[config.mk]
export PLATFORM = sky130hd
export DESIGN_NAME = alu_arbiter
export DESIGN_NICKNAME = d
export VERILOG_FILES = /design/src/rtl/alu_arbiter_pkg.sv /design/src/rtl/alu_arbiter_alu.sv /design/src/rtl/alu_arbiter.sv
export SDC_FILE = /design/constraint.sdc
export NUM_CORES = 1
export LEC_CHECK = 0
export ABC_AREA = 1
export BUFFER_PORTS_ARGS = -buffer_cell sky130_fd_sc_hd__buf_2
export CORE_AREA = 2 2 108 188
export DETAILED_ROUTE_END_ITERATION = 12
export DIE_AREA = 0 0 110 190
export GPL_TIMING_DRIVEN = 0
export PLACE_DENSITY = 0.71
export SLEW_MARGIN = 20
export SYNTH_ARGS = -nofsm -noshare
export SYNTH_HDL_FRONTEND = slang
export SYNTH_SLANG_ARGS = --single-unit
[constraint.sdc]
create_clock -name clk -period 3.35 [get_ports clk]
set_input_delay 0.67 -clock clk [delete_from_list [all_inputs] [get_ports clk]]
set_output_delay 0.67 -clock clk [all_outputs]
set_load 0.01 [all_outputs]
[src/rtl/alu_arbiter_pkg.sv]
`default_nettype none
// ============================================================================
// alu_arbiter_pkg : op codes, FSM encoding and width defaults for alu_arbiter
// Revision 1.0 - initial release
// ============================================================================
package alu_arbiter_pkg;

   localparam int C_DATA_W = 32;
   localparam int C_OP_W   = 4;

   localparam logic [3:0] C_OP_ADD = 4'b0000;
   localparam logic [3:0] C_OP_OR  = 4'b0001;
   localparam logic [3:0] C_OP_AND = 4'b0010;
   localparam logic [3:0] C_OP_SUB = 4'b0110;

   typedef enum logic [1:0] {
      ST_IDLE = 2'd0,
      ST_EXEC = 2'd1,
      ST_RESP = 2'd2
   } state_t;

endpackage
`default_nettype wire

[src/rtl/alu_arbiter_alu.sv]
`default_nettype none
// ============================================================================
// alu_arbiter_alu : combinational ALU (ADD/OR/AND/SUB), flags unknown op codes
// Revision 1.0 - initial release
// ============================================================================
module alu_arbiter_alu
   import alu_arbiter_pkg::*;
#(
   parameter int DATA_W = C_DATA_W,
   parameter int OP_W   = C_OP_W
) (
   input  logic [OP_W-1:0]   op,
   input  logic [DATA_W-1:0] a,
   input  logic [DATA_W-1:0] b,
   output logic [DATA_W-1:0] result,
   output logic              err
);

   // Unknown op codes yield a zero result so the zero flag reads high with err
   always_comb begin
      result = '0;
      err    = 1'b0;
      case (op)
         C_OP_ADD: result = a + b;
         C_OP_OR:  result = a | b;
         C_OP_AND: result = a & b;
         C_OP_SUB: result = a - b;
         default:  err    = 1'b1;
      endcase
   end

endmodule
`default_nettype wire

[src/rtl/alu_arbiter.sv]
`default_nettype none
// ============================================================================
// alu_arbiter : round-robin arbitration of two requesters onto one shared ALU
// Revision 1.0 - initial release
// ============================================================================
module alu_arbiter
   import alu_arbiter_pkg::*;
#(
   parameter int DATA_W = C_DATA_W,
   parameter int OP_W   = C_OP_W
) (
   input  logic              clk,
   input  logic              rst,
   input  logic              req0_valid,
   output logic              req0_ready,
   input  logic [OP_W-1:0]   req0_op,
   input  logic [DATA_W-1:0] req0_a,
   input  logic [DATA_W-1:0] req0_b,
   input  logic              req1_valid,
   output logic              req1_ready,
   input  logic [OP_W-1:0]   req1_op,
   input  logic [DATA_W-1:0] req1_a,
   input  logic [DATA_W-1:0] req1_b,
   output logic              rsp0_valid,
   input  logic              rsp0_ready,
   output logic              rsp1_valid,
   input  logic              rsp1_ready,
   output logic [DATA_W-1:0] rsp_result,
   output logic              rsp_zero,
   output logic              rsp_err,
   output logic              busy
);

   state_t              r_state;
   logic                r_last;
   logic                r_gnt;
   logic [OP_W-1:0]     r_op;
   logic [DATA_W-1:0]   r_a;
   logic [DATA_W-1:0]   r_b;
   logic [DATA_W-1:0]   r_result;
   logic                r_zero;
   logic                r_err;
   logic                r_rsp0_valid;
   logic                r_rsp1_valid;
   logic                r_busy;

   logic                w_gnt;
   logic                w_accept;
   logic                w_rsp_hs;
   logic [DATA_W-1:0]   w_alu_result;
   logic                w_alu_err;

   // Contention goes to whoever was not served last; otherwise the lone requester
   assign w_gnt      = (req0_valid && req1_valid) ? ~r_last : req1_valid;
   assign req0_ready = (r_state == ST_IDLE) && req0_valid && !w_gnt;
   assign req1_ready = (r_state == ST_IDLE) && req1_valid &&  w_gnt;
   assign w_accept   = req0_ready || req1_ready;
   assign w_rsp_hs   = (r_state == ST_RESP) && (r_gnt ? rsp1_ready : rsp0_ready);

   alu_arbiter_alu #(
      .DATA_W (DATA_W),
      .OP_W   (OP_W)
   ) u_alu (
      .op     (r_op),
      .a      (r_a),
      .b      (r_b),
      .result (w_alu_result),
      .err    (w_alu_err)
   );

   always_ff @(posedge clk or posedge rst) begin
      if (rst) begin
         r_state      <= ST_IDLE;
         r_last       <= 1'b1;
         r_gnt        <= 1'b0;
         r_op         <= '0;
         r_a          <= '0;
         r_b          <= '0;
         r_result     <= '0;
         r_zero       <= 1'b1;
         r_err        <= 1'b0;
         r_rsp0_valid <= 1'b0;
         r_rsp1_valid <= 1'b0;
         r_busy       <= 1'b0;
      end else begin
         case (r_state)
            ST_IDLE: begin
               if (w_accept) begin
                  r_gnt   <= w_gnt;
                  r_op    <= w_gnt ? req1_op : req0_op;
                  r_a     <= w_gnt ? req1_a  : req0_a;
                  r_b     <= w_gnt ? req1_b  : req0_b;
                  r_busy  <= 1'b1;
                  r_state <= ST_EXEC;
               end
            end
            ST_EXEC: begin
               r_result     <= w_alu_result;
               r_zero       <= ~|w_alu_result;
               r_err        <= w_alu_err;
               r_rsp0_valid <= ~r_gnt;
               r_rsp1_valid <=  r_gnt;
               r_state      <= ST_RESP;
            end
            ST_RESP: begin
               if (w_rsp_hs) begin
                  r_last       <= r_gnt;
                  r_rsp0_valid <= 1'b0;
                  r_rsp1_valid <= 1'b0;
                  r_busy       <= 1'b0;
                  r_state      <= ST_IDLE;
               end
            end
            default: begin
               r_rsp0_valid <= 1'b0;
               r_rsp1_valid <= 1'b0;
               r_busy       <= 1'b0;
               r_state      <= ST_IDLE;
            end
         endcase
      end
   end

   assign rsp0_valid = r_rsp0_valid;
   assign rsp1_valid = r_rsp1_valid;
   assign rsp_result = r_result;
   assign rsp_zero   = r_zero;
   assign rsp_err    = r_err;
   assign busy       = r_busy;

endmodule
`default_nettype wire

==> flow_summary.ini, run 1 <==
[status]
run_status = finished with violations
failed_checks = negative setup slack

[detailed_routing]
finalWirelength_um = 29130
drt-pass1-iter-count = 5
via_count = 9640
remaining_drc_errors = 0
avgRoutedWirePerCell_um = 15.74
detail_route.vias_per_cell = 5.208
postRouteAntennaNets = 0
initial_drc_count = 490

[placed_design]
place.port_buffers = 180
gpl.final_weighted_congestion = 0.9273
postPlaceCellArea_um2 = 10050
place.detailed.instances = 1806
dp_slack_ns = -0.8487
place.detailed.hpwl_um = 24200

[logic_synthesis]
synth_top_area_cell = sky130_fd_sc_hd__dfrtp_1
syn-mean-instance-area_um2 = 6.370
synth.area.top_cells = sky130_fd_sc_hd__dfrtp_1, sky130_fd_sc_hd__nand2_1, sky130_fd_sc_hd__inv_1, sky130_fd_sc_hd__nor2_1, sky130_fd_sc_hd__a31oi_1
synth-edff-count = 0
syn-cell-area_um2 = 8778
post_synth_most_frequent_cells = sky130_fd_sc_hd__nand2_1, sky130_fd_sc_hd__inv_1, sky130_fd_sc_hd__nor2_1
synth_top_cell_area_share_pct = 30.50
post_synthesis_net_count = 1555
synthesis_warning_total = 0
cells_after_synthesis = 1378
postSynthRegisterBits = 109
post_synth_num_cell_types = 42
most_frequent_cell_after_synthesis = sky130_fd_sc_hd__nand2_1
yosysSeqAreaShare_pct = 31.10
synth_flop_type = sky130_fd_sc_hd__dfrtp_1
postSynth.asyncResetShare_pct = 100.0

[cts]
clk-insertion-delay-late_ns = 0.37
clock_buffers_created_by_tritoncts = 9
tritoncts_num_sinks = 109
cts_tree = done
clk_path_buf_depth = 2
clk_pin_slew_ns = 0.08
cts-hold-fix-buffers = 0
cts_root_buf = sky130_fd_sc_hd__clkbuf_16
cts.htree.levels = 3

[grt]
grt_max_degree = 35
grt_usage_pct = 28.52
number_of_global_route_vias_before_repair = 9356
overflow = 0
antenna_found_initial = 0
grt_first_pass_wirelength_um = 45590

[setup_path]
critical-path-top-delay-family = simple AND/OR/NAND/NOR gates
setup.worst_path.class = reg2reg
critPathBufInv = 3
worst_setup_path_endpoint = rsp_zero
worst_r2r_startpoint = r_b[0]
start_kind = register
critPathCaptureType = register
critPathMaxFanout = 5
critPathRequiredTime_ns = 3.66
critPathSlowestCell = sky130_fd_sc_hd__dfrtp_2
launching_instance_or_port_of_the_critical_path = r_b[0]
ff2ff_path_depth = 26
timing.rr.end = rsp_zero
crit_top_cell = sky130_fd_sc_hd__nand3_1
worst_ep_arrival_time_ns = 3.98
critical_path_depth = 26
timing.critical_path.slowest_cell_delay_ns = 0.43
rrSetupSlack_ns = -0.32

[finish]
fin_util_pct = 56.40
nNetsFinal = 1778
stdcell_count = 1851
drive_above_1_share_pct = 24.28
final.fill_count = 1989
num_antenna_cells = 0
stdcell_area_um2 = 10990
flow.area_growth_from_synthesis_pct = 25.17

[power]
total_leakage_power_nw = 5.728
ir_worst_vdd_uv = 467.3
power.density_nw_per_um2 = 1242

[timing]
timing.final.max_slew_violations = 0
period_share_pct = 109.5
timing.clock.skew_ns = 0.01252
timing_worst_slew_pin_value_ns = 0.8442
finalCriticalPeriod_ns = 3.667
timing.final.setup_violations = 7
finalHoldViolations = 0
max_freq_mhz = 272.7
grt_setup_unrepaired = yes
slew-limit-headroom_pct = 43.72
hold-worst-slack_ns = 0.3126
timing.final.ws_setup_ns = -0.3169

[die]
start_util_pct = 45.06
fp.dieArea_um2 = 20900
design.core.area_um2 = 19480
io_pins = 181
placementRows = 68
die_w_um = 110
fp.dieH_um = 190

[flow_run]
max-cap-violations = 0

[hold_path]
type_of_the_most_critical_hold_path = in2async
area by class of cell:
cell class | count | area (µm²) | share of cell area (%)
repair buffers | 212 | 1194 | 10.86
plain buffers | 54 | 256.5 | 2.334
well taps | 245 | 306.5 | 2.790
flip-flops and latches | 109 | 2733 | 24.87
multi-input cells | 1032 | 5490 | 49.97
clock buffers | 10 | 239.0 | 2.175
clock inverters | 6 | 77.57 | 0.7060
inverters | 183 | 691.9 | 6.297
kinds of logic (layout without fill, tap and decap cells):
| family | after synthesis | in the layout | synth area share [%] |
|---|---|---|---|
| AO/OA/AOI/OAI | 195 | 195 | 12.69 |
| buffers and inverters | 237 | 465 | 10.66 |
| flip-flops | 109 | 109 | 31.10 |
| AND/OR/NAND/NOR | 771 | 771 | 37.39 |
| XOR/XNOR | 31 | 31 | 3.093 |
| adder cells (fa/ha/maj) | 35 | 35 | 5.074 |
worst min-delay path by stage:
stage                 endpoint  slack (ns)
floorplan           rsp0_valid        0.46
global route            r_a[3]        0.33
finish                  r_a[3]        0.31
global placement      rsp_zero        0.46
CTS                     r_a[3]        0.32
detailed placement    rsp_zero        0.46
routing by layer:
metal | routed length (µm) | part of all wire, % | up-vias | GRT usage, %
li1 | - | - | 4882 | -
met1 | 11100 | 38 | 4362 | 32.28
met2 | 14950 | 51 | 314 | 51.01
met3 | 1422 | 4.9 | 82 | 2.878
met4 | 1649 | 5.7 | 0 | 15.58
met5 | 0 | 0 | - | 0
cells in the final DEF (no fill, tap or decap), types with 3 or more instances in the layout:
cell type	instances
sky130_fd_sc_hd__ha_2	3
sky130_fd_sc_hd__nor2_1	148
sky130_fd_sc_hd__nor4_1	3
sky130_fd_sc_hd__dfrtp_1	105
sky130_fd_sc_hd__a21oi_2	13
sky130_fd_sc_hd__buf_12	3
sky130_fd_sc_hd__a21oi_1	20
sky130_fd_sc_hd__o21ai_2	5
sky130_fd_sc_hd__nand2_1	412
sky130_fd_sc_hd__nor2_4	7
sky130_fd_sc_hd__o21ai_0	49
sky130_fd_sc_hd__a31oi_1	86
sky130_fd_sc_hd__xnor2_1	8
sky130_fd_sc_hd__clkbuf_1	30
sky130_fd_sc_hd__o21ai_1	11
sky130_fd_sc_hd__buf_2	195
sky130_fd_sc_hd__nor3_4	4
sky130_fd_sc_hd__buf_6	7
sky130_fd_sc_hd__nor2_2	20
sky130_fd_sc_hd__xor2_1	23
sky130_fd_sc_hd__nand4_1	12
sky130_fd_sc_hd__nand3_1	93
sky130_fd_sc_hd__inv_2	23
sky130_fd_sc_hd__inv_1	158
sky130_fd_sc_hd__ha_4	4
sky130_fd_sc_hd__clkbuf_16	9
sky130_fd_sc_hd__nand3b_1	10
sky130_fd_sc_hd__buf_4	28
sky130_fd_sc_hd__nand3_2	11
sky130_fd_sc_hd__ha_1	27
sky130_fd_sc_hd__nand2_2	28
sky130_fd_sc_hd__nor3_1	8
sky130_fd_sc_hd__nor3_2	3
sky130_fd_sc_hd__nand3_4	3
per-stage QoR:
| step | TNS [ns] | power, mW |
|---|---|---|
| CTS | -1.672 | 12.77 |
| floorplan | 0 | 8.813 |
| detailed placement | -9.666 | 11.21 |
| global route | -3.196 | 14.98 |
| global placement | -8.966 | 11.06 |
| finish | -1.153 | 13.65 |
flip-flops by register name, summed over array words and instances (netlist names), 2 cells and up:
register / cells
r_op: 4
rsp_result: 32
r_b: 32
r_state: 2
r_a: 32
timing repair:
action | 4_1_cts | 5_1_grt
buffers inserted | 14 | 15
pin swaps | 20 | 38
setup endpoints to repair | 27 | 20
gates resized for setup | 40 | 85
where the power goes:
part	internal, mW	total (mW)	switching (mW)
Combinational	3.55	9.79	6.24
Sequential	1.96	2.69	0.726
Clock	0.617	1.17	0.552
Note: power is estimated with default switching activity, not from simulation.
==> run 2, diff against run 1 <==
- MAX_ROUTING_LAYER: default -> met4
==> run 2 against run 1 <==
  * The run still ends with negative setup slack left
  * Clock-buffer cell count up 1
  * Clock power about the same
  * Critical path depth down 1
  * Critical endpoint unchanged
  * First-iteration DRC count up 13%
==> flow_summary.ini, run 2 (synthesized netlist as in run 1, its figures left out) <==
[cts]
cts_tree = done
cts.htree.levels = 3
tritoncts_num_sinks = 109
clock_buffers_created_by_tritoncts = 9
cts_root_buf = sky130_fd_sc_hd__clkbuf_16
clk_path_buf_depth = 2
clk_pin_slew_ns = 0.08
clk-insertion-delay-late_ns = 0.37

[timing]
period_share_pct = 106.6
slew-limit-headroom_pct = 44.04
timing.clock.skew_ns = 0.01021
max_freq_mhz = 280.0
timing.final.setup_violations = 5
timing.final.ws_setup_ns = -0.2217
finalCriticalPeriod_ns = 3.572
finalHoldViolations = 0
timing.final.max_slew_violations = 0
grt_setup_unrepaired = yes
timing_worst_slew_pin_value_ns = 0.8393

[die]
fp.dieH_um = 190
fp.dieArea_um2 = 20900
die_w_um = 110
design.core.area_um2 = 19480
io_pins = 181
start_util_pct = 45.06
placementRows = 68

[placed_design]
dp_slack_ns = -0.8539
place.port_buffers = 180
place.detailed.hpwl_um = 24310
gpl.final_weighted_congestion = 0.9436
postPlaceCellArea_um2 = 10050

[setup_path]
ff2ff_path_depth = 25
setup.worst_path.class = reg2reg
timing.rr.end = rsp_zero
critPathMaxFanout = 4
critPathSlowestCell = sky130_fd_sc_hd__dfrtp_2
start_kind = register
crit_top_cell = sky130_fd_sc_hd__nor2_4
timing.critical_path.slowest_cell_delay_ns = 0.43
critPathCaptureType = register
critPathRequiredTime_ns = 3.67
worst_ep_arrival_time_ns = 3.89
rrSetupSlack_ns = -0.22
worst_r2r_startpoint = r_b[0]

[grt]
grt_usage_pct = 29.70
grt_max_degree = 35
antenna_found_initial = 0
number_of_global_route_vias_before_repair = 9311
grt_first_pass_wirelength_um = 46200
overflow = 0

[finish]
stdcell_area_um2 = 10900
flow.area_growth_from_synthesis_pct = 24.15
mostFrequentLayoutCells = sky130_fd_sc_hd__nand2_1, sky130_fd_sc_hd__buf_2, sky130_fd_sc_hd__inv_1
num_antenna_cells = 0
drive_above_1_share_pct = 23.69
final_common_cell = sky130_fd_sc_hd__nand2_1
fin_util_pct = 55.93
nNetsFinal = 1772

[detailed_routing]
via_count = 9675
postRouteAntennaNets = 0
remaining_drc_errors = 0
detail_route.vias_per_cell = 5.244
finalWirelength_um = 29280
avgRoutedWirePerCell_um = 15.87
drt-pass1-iter-count = 6
initial_drc_count = 553

[hold_path]
type_of_the_most_critical_hold_path = in2async

[power]
total_leakage_power_nw = 5.682
ir_worst_vdd_uv = 455.7
power.density_nw_per_um2 = 1236
fin_total_pwr_mw = 13.47

[flow_run]
max-cap-violations = 0

[status]
failed_checks = negative setup slack
run_status = finished with violations
## run 2: cell types whose count changed in the layout (fill, tap and decap cells not counted), sizes merged
cell | previous run | this run
inv | 184 | 183
buf | 235 | 229
clkinvlp | 2 | 3
clkinv | 2 | 1
clkbuf | 41 | 42
## run 2: stage by stage
stage | setup TNS, ns | instances | hold WS (ns)
after global routing | -2.387 | 1845 | 0.2795
after detailed placement | -9.713 | 1806 | 0.4611
after CTS | -1.120 | 1836 | 0.2679
after global placement | -9.257 | 1803 | 0.4610
after floorplan | 0 | 1378 | 0.4618
final | -0.5004 | 1845 | 0.2640
## run 2: final cells by class
type	instances	area, µm²
plain buffers	54	256.5
flip-flops and latches	109	2733
clock buffers	11	242.7
repair buffers	206	1150
clock inverters	5	65.06
multi-input cells	1032	5453
well taps	245	306.5
inverters	183	691.9
fillers	1991	8586
## run 2: worst max-delay path: cells and delay by family, from the launching register on
family / cells / cell delay [ns]
AO/OA/AOI/OAI: 2 / 0.25
adder cells (fa/ha/maj): 2 / 0.49
buffers and inverters: 2 / 0.16
flip-flops: 1 / 0.43
XOR/XNOR: 1 / 0.14
AND/OR/NAND/NOR: 18 / 2.04
## run 2: how the worst max path moves through the flow
stage / start / end / slack, ns / depth (start not counted)
floorplan: r_b[0] / rsp_zero / 0.15 / 25
finish: r_b[0] / rsp_zero / -0.22 / 25
CTS: r_b[0] / rsp_zero / -0.40 / 25
global placement: r_op[2] / rsp_zero / -0.84 / 22
detailed placement: r_op[2] / rsp_zero / -0.85 / 22
global route: r_b[1] / rsp_zero / -0.50 / 23
## run 2: repair_timing
action	CTS	global route
endpoints found under the setup margin	27	20
resized for setup	62	51
pin swaps	26	28
cloned	0	0
setup buffers	14	9
hold buffers	0	0
## run 2: where the power goes
part	internal, mW	leakage, nW	switching [mW]
registers	1.96	1.27	0.724
clock network	0.610	0.144	0.548
logic	3.44	4.27	6.18
total	6.02	5.68	7.45
## run 2: per-layer routing
layer  GRT usage [%]  wire length [µm]  vias to the layer above
met5               -                 0                        -
met4           12.90              1328                        0
met3           2.604              1249                       72
met2           52.03             15200                      300
met1           33.81             11500                     4427
li1                -                 -                     4876
==> run 3, diff against run 2 <==
- ABC_AREA: 1 -> 0
- CORE_AREA: 2 2 108 188 -> 2 2 105 182
- DIE_AREA: 0 0 110 190 -> 0 0 107 184
==> run 3 against run 2 <==
  * Design area grew 1.1%
  * Critical path type unchanged
  * The flow still finishes with violations (negative setup slack)
  * Register-to-register slack worse by 1.1 ns
  * Die area fell by 5.8%
  * Critical path depth down 6
  * Synthesized area is 6.4% lower
  * Non-clock buffer count grew 47
  * Global-route usage grew 0.77 points
  * Via count is 10% lower
  * Sequential power fell by 5%
==> flow_summary.ini, run 3 <==
[status]
run_status = finished with violations
failed_checks = negative setup slack

[logic_synthesis]
synth_flop_type = sky130_fd_sc_hd__dfrtp_1
yosysSeqAreaShare_pct = 33.24
synth-edff-count = 0
syn-mean-instance-area_um2 = 8.512
post_synth_num_cell_types = 77
synth.area.top_cells = sky130_fd_sc_hd__dfrtp_1, sky130_fd_sc_hd__mux2i_1, sky130_fd_sc_hd__a21oi_1, sky130_fd_sc_hd__ha_1, sky130_fd_sc_hd__nor2_1
postSynth.asyncResetShare_pct = 100.0
post_synthesis_net_count = 1142
synth_top_area_cell = sky130_fd_sc_hd__dfrtp_1
most_frequent_cell_after_synthesis = sky130_fd_sc_hd__a21oi_1
cells_after_synthesis = 965
post_synth_most_frequent_cells = sky130_fd_sc_hd__a21oi_1, sky130_fd_sc_hd__dfrtp_1, sky130_fd_sc_hd__nor2_1
synth_top_cell_area_share_pct = 32.60
postSynthRegisterBits = 109
syn-cell-area_um2 = 8214
synthesis_warning_total = 0

[detailed_routing]
remaining_drc_errors = 0
initial_drc_count = 604
drt-pass1-iter-count = 5
via_count = 8667
detail_route.vias_per_cell = 5.953
avgRoutedWirePerCell_um = 20.50
finalWirelength_um = 29850
postRouteAntennaNets = 0

[setup_path]
start_kind = register
critPathRequiredTime_ns = 3.65
critPathSlowestCell = sky130_fd_sc_hd__or4_4
worst_r2r_startpoint = r_b[6]
crit_path_cell_trace = or4_4 -> nor2_4 -> nand2_4 -> nor2_4 -> nand2_4 -> buf_6 -> o31ai_4 -> xor2_2 -> ha_4 -> and3_4 -> a311o_1 -> a2111oi_4 -> buf_4 -> buf_6 -> nor2_4 -> xor2_1 -> a222oi_1 -> and4_1 -> a32o_1
launching_instance_or_port_of_the_critical_path = r_b[6]
critPathCaptureType = register
critPathMaxFanout = 7
crit_top_cell = sky130_fd_sc_hd__nor2_4
timing.critical_path.slowest_cell_delay_ns = 0.55
setup.worst_path.class = reg2reg
worst_ep_arrival_time_ns = 4.93

[timing]
slew-limit-headroom_pct = 34.64
timing.final.setup_violations = 21
finalHoldViolations = 0
period_share_pct = 138.0
max_freq_mhz = 216.4
timing.final.ws_setup_ns = -1.272
timing_worst_slew_pin_value_ns = 0.9779
grt_setup_unrepaired = yes
finalCriticalPeriod_ns = 4.622
setup_tns_ns = -13.88
timing.final.max_slew_violations = 0
hold-worst-slack_ns = 0.2928
timing.clock.skew_ns = 0.01137

[die]
placementRows = 65
start_util_pct = 45.29
fp.dieArea_um2 = 19690
fp.dieH_um = 184
io_pins = 181
design.core.area_um2 = 18140
die_w_um = 107

[finish]
nNetsFinal = 1394
mostFrequentLayoutCells = sky130_fd_sc_hd__buf_2, sky130_fd_sc_hd__a21oi_1, sky130_fd_sc_hd__dfrtp_1
final_common_cell = sky130_fd_sc_hd__buf_2
stdcell_area_um2 = 11010
flow.area_growth_from_synthesis_pct = 34.08
num_antenna_cells = 0
final.fill_count = 1642
drive_above_1_share_pct = 34.70
fin_util_pct = 60.72
stdcell_count = 1456

[grt]
overflow = 0
grt_max_degree = 36
grt_usage_pct = 30.47
antenna_found_initial = 0
number_of_global_route_vias_before_repair = 8535
grt_first_pass_wirelength_um = 44640

[cts]
cts-hold-fix-buffers = 0
cts.htree.levels = 3
cts_tree = done
clock_buffers_created_by_tritoncts = 9
clk_pin_slew_ns = 0.08
tritoncts_num_sinks = 109
clk-insertion-delay-late_ns = 0.36
clk_path_buf_depth = 2
cts_root_buf = sky130_fd_sc_hd__clkbuf_16

[power]
ir_worst_vdd_uv = 562.8
power.density_nw_per_um2 = 1320
fin_total_pwr_mw = 14.54
total_leakage_power_nw = 5.096

[placed_design]
postPlaceCellArea_um2 = 9630
dp_slack_ns = -1.803
place.detailed.instances = 1382
gpl.final_weighted_congestion = 1.011
place.port_buffers = 180
place.detailed.hpwl_um = 22700

[flow_run]
max-cap-violations = 0

[hold_path]
type_of_the_most_critical_hold_path = in2async
-- run 3: cell types whose count changed after synthesis, moves of 60 or more --
cell	delta
sky130_fd_sc_hd__a21oi_1	+89
sky130_fd_sc_hd__a31oi_1	-79
sky130_fd_sc_hd__inv_1	-153
sky130_fd_sc_hd__mux2i_1	+73
sky130_fd_sc_hd__nand2_1	-346
sky130_fd_sc_hd__nand3_1	-84
sky130_fd_sc_hd__nor2_1	-60
-- run 3: critical path, delay by kind of cell, from the launching register on --
family,cells,cell delay [ns]
buffers and inverters,3,0.44
adders and majority gates,1,0.25
xor gates and xnor gates,2,0.38
DFF,1,0.41
AOI/OAI and AO/OA,5,1.60
and+or+nand+nor,8,1.46
-- run 3: cell type report --
type | count | area (µm²) | area share, %
Sequential cell | 109 | 2739 | 24.87
Multi-Input combinational cell | 776 | 5838 | 53.01
Clock inverter | 6 | 67.56 | 0.6135
Inverter | 14 | 56.30 | 0.5112
Timing Repair Buffer | 244 | 1453 | 13.19
Buffer | 63 | 327.8 | 2.977
Clock buffer | 10 | 239.0 | 2.170
Tap cell | 234 | 292.8 | 2.658
-- run 3: path summary, 6_finish.rpt --
path,end,slack (ns),cells after the start
worst min-delay path,rsp_result[17],0.29,2
worst min register to register,rsp_result[26],0.48,2
min in group clk,rsp_result[26],0.48,2
worst max-delay path,rsp_zero,-1.27,19
max in group asynchronous,r_last,2.26,4
worst max register to register,rsp_zero,-1.27,19
-- run 3: cells by family (layout without fill, tap and decap cells) --
group | after synthesis | after routing | synth area share [%]
mux | 78 | 78 | 9.581
flops | 109 | 109 | 33.24
simple gates | 299 | 299 | 17.93
compound gates | 314 | 314 | 24.42
buf+inv | 80 | 337 | 4.082
xor+xnor | 50 | 50 | 5.331
fa+ha+maj | 35 | 35 | 5.423
-- run 3: repair_timing --
action | 4_1_cts | 5_1_grt
buffers inserted | 43 | 21
gates cloned | 0 | 0
pin swaps | 46 | 45
endpoints found under the setup margin | 29 | 28
resized for setup | 89 | 71
-- run 3: power breakdown --
| group | switching, mW | internal [mW] | leakage, nW | total (mW) |
|---|---|---|---|---|
| combinational | 6.14 | 4.73 | 3.67 | 10.9 |
| clock | 0.564 | 0.547 | 0.149 | 1.11 |
| sequential | 0.684 | 1.88 | 1.28 | 2.56 |
-- run 3: per-layer routing --
layer	track usage (%)	wire length [µm]
met1	30.89	10330
met2	55.82	16180
met3	2.942	1354
met4	18.13	1991
met5	-	0
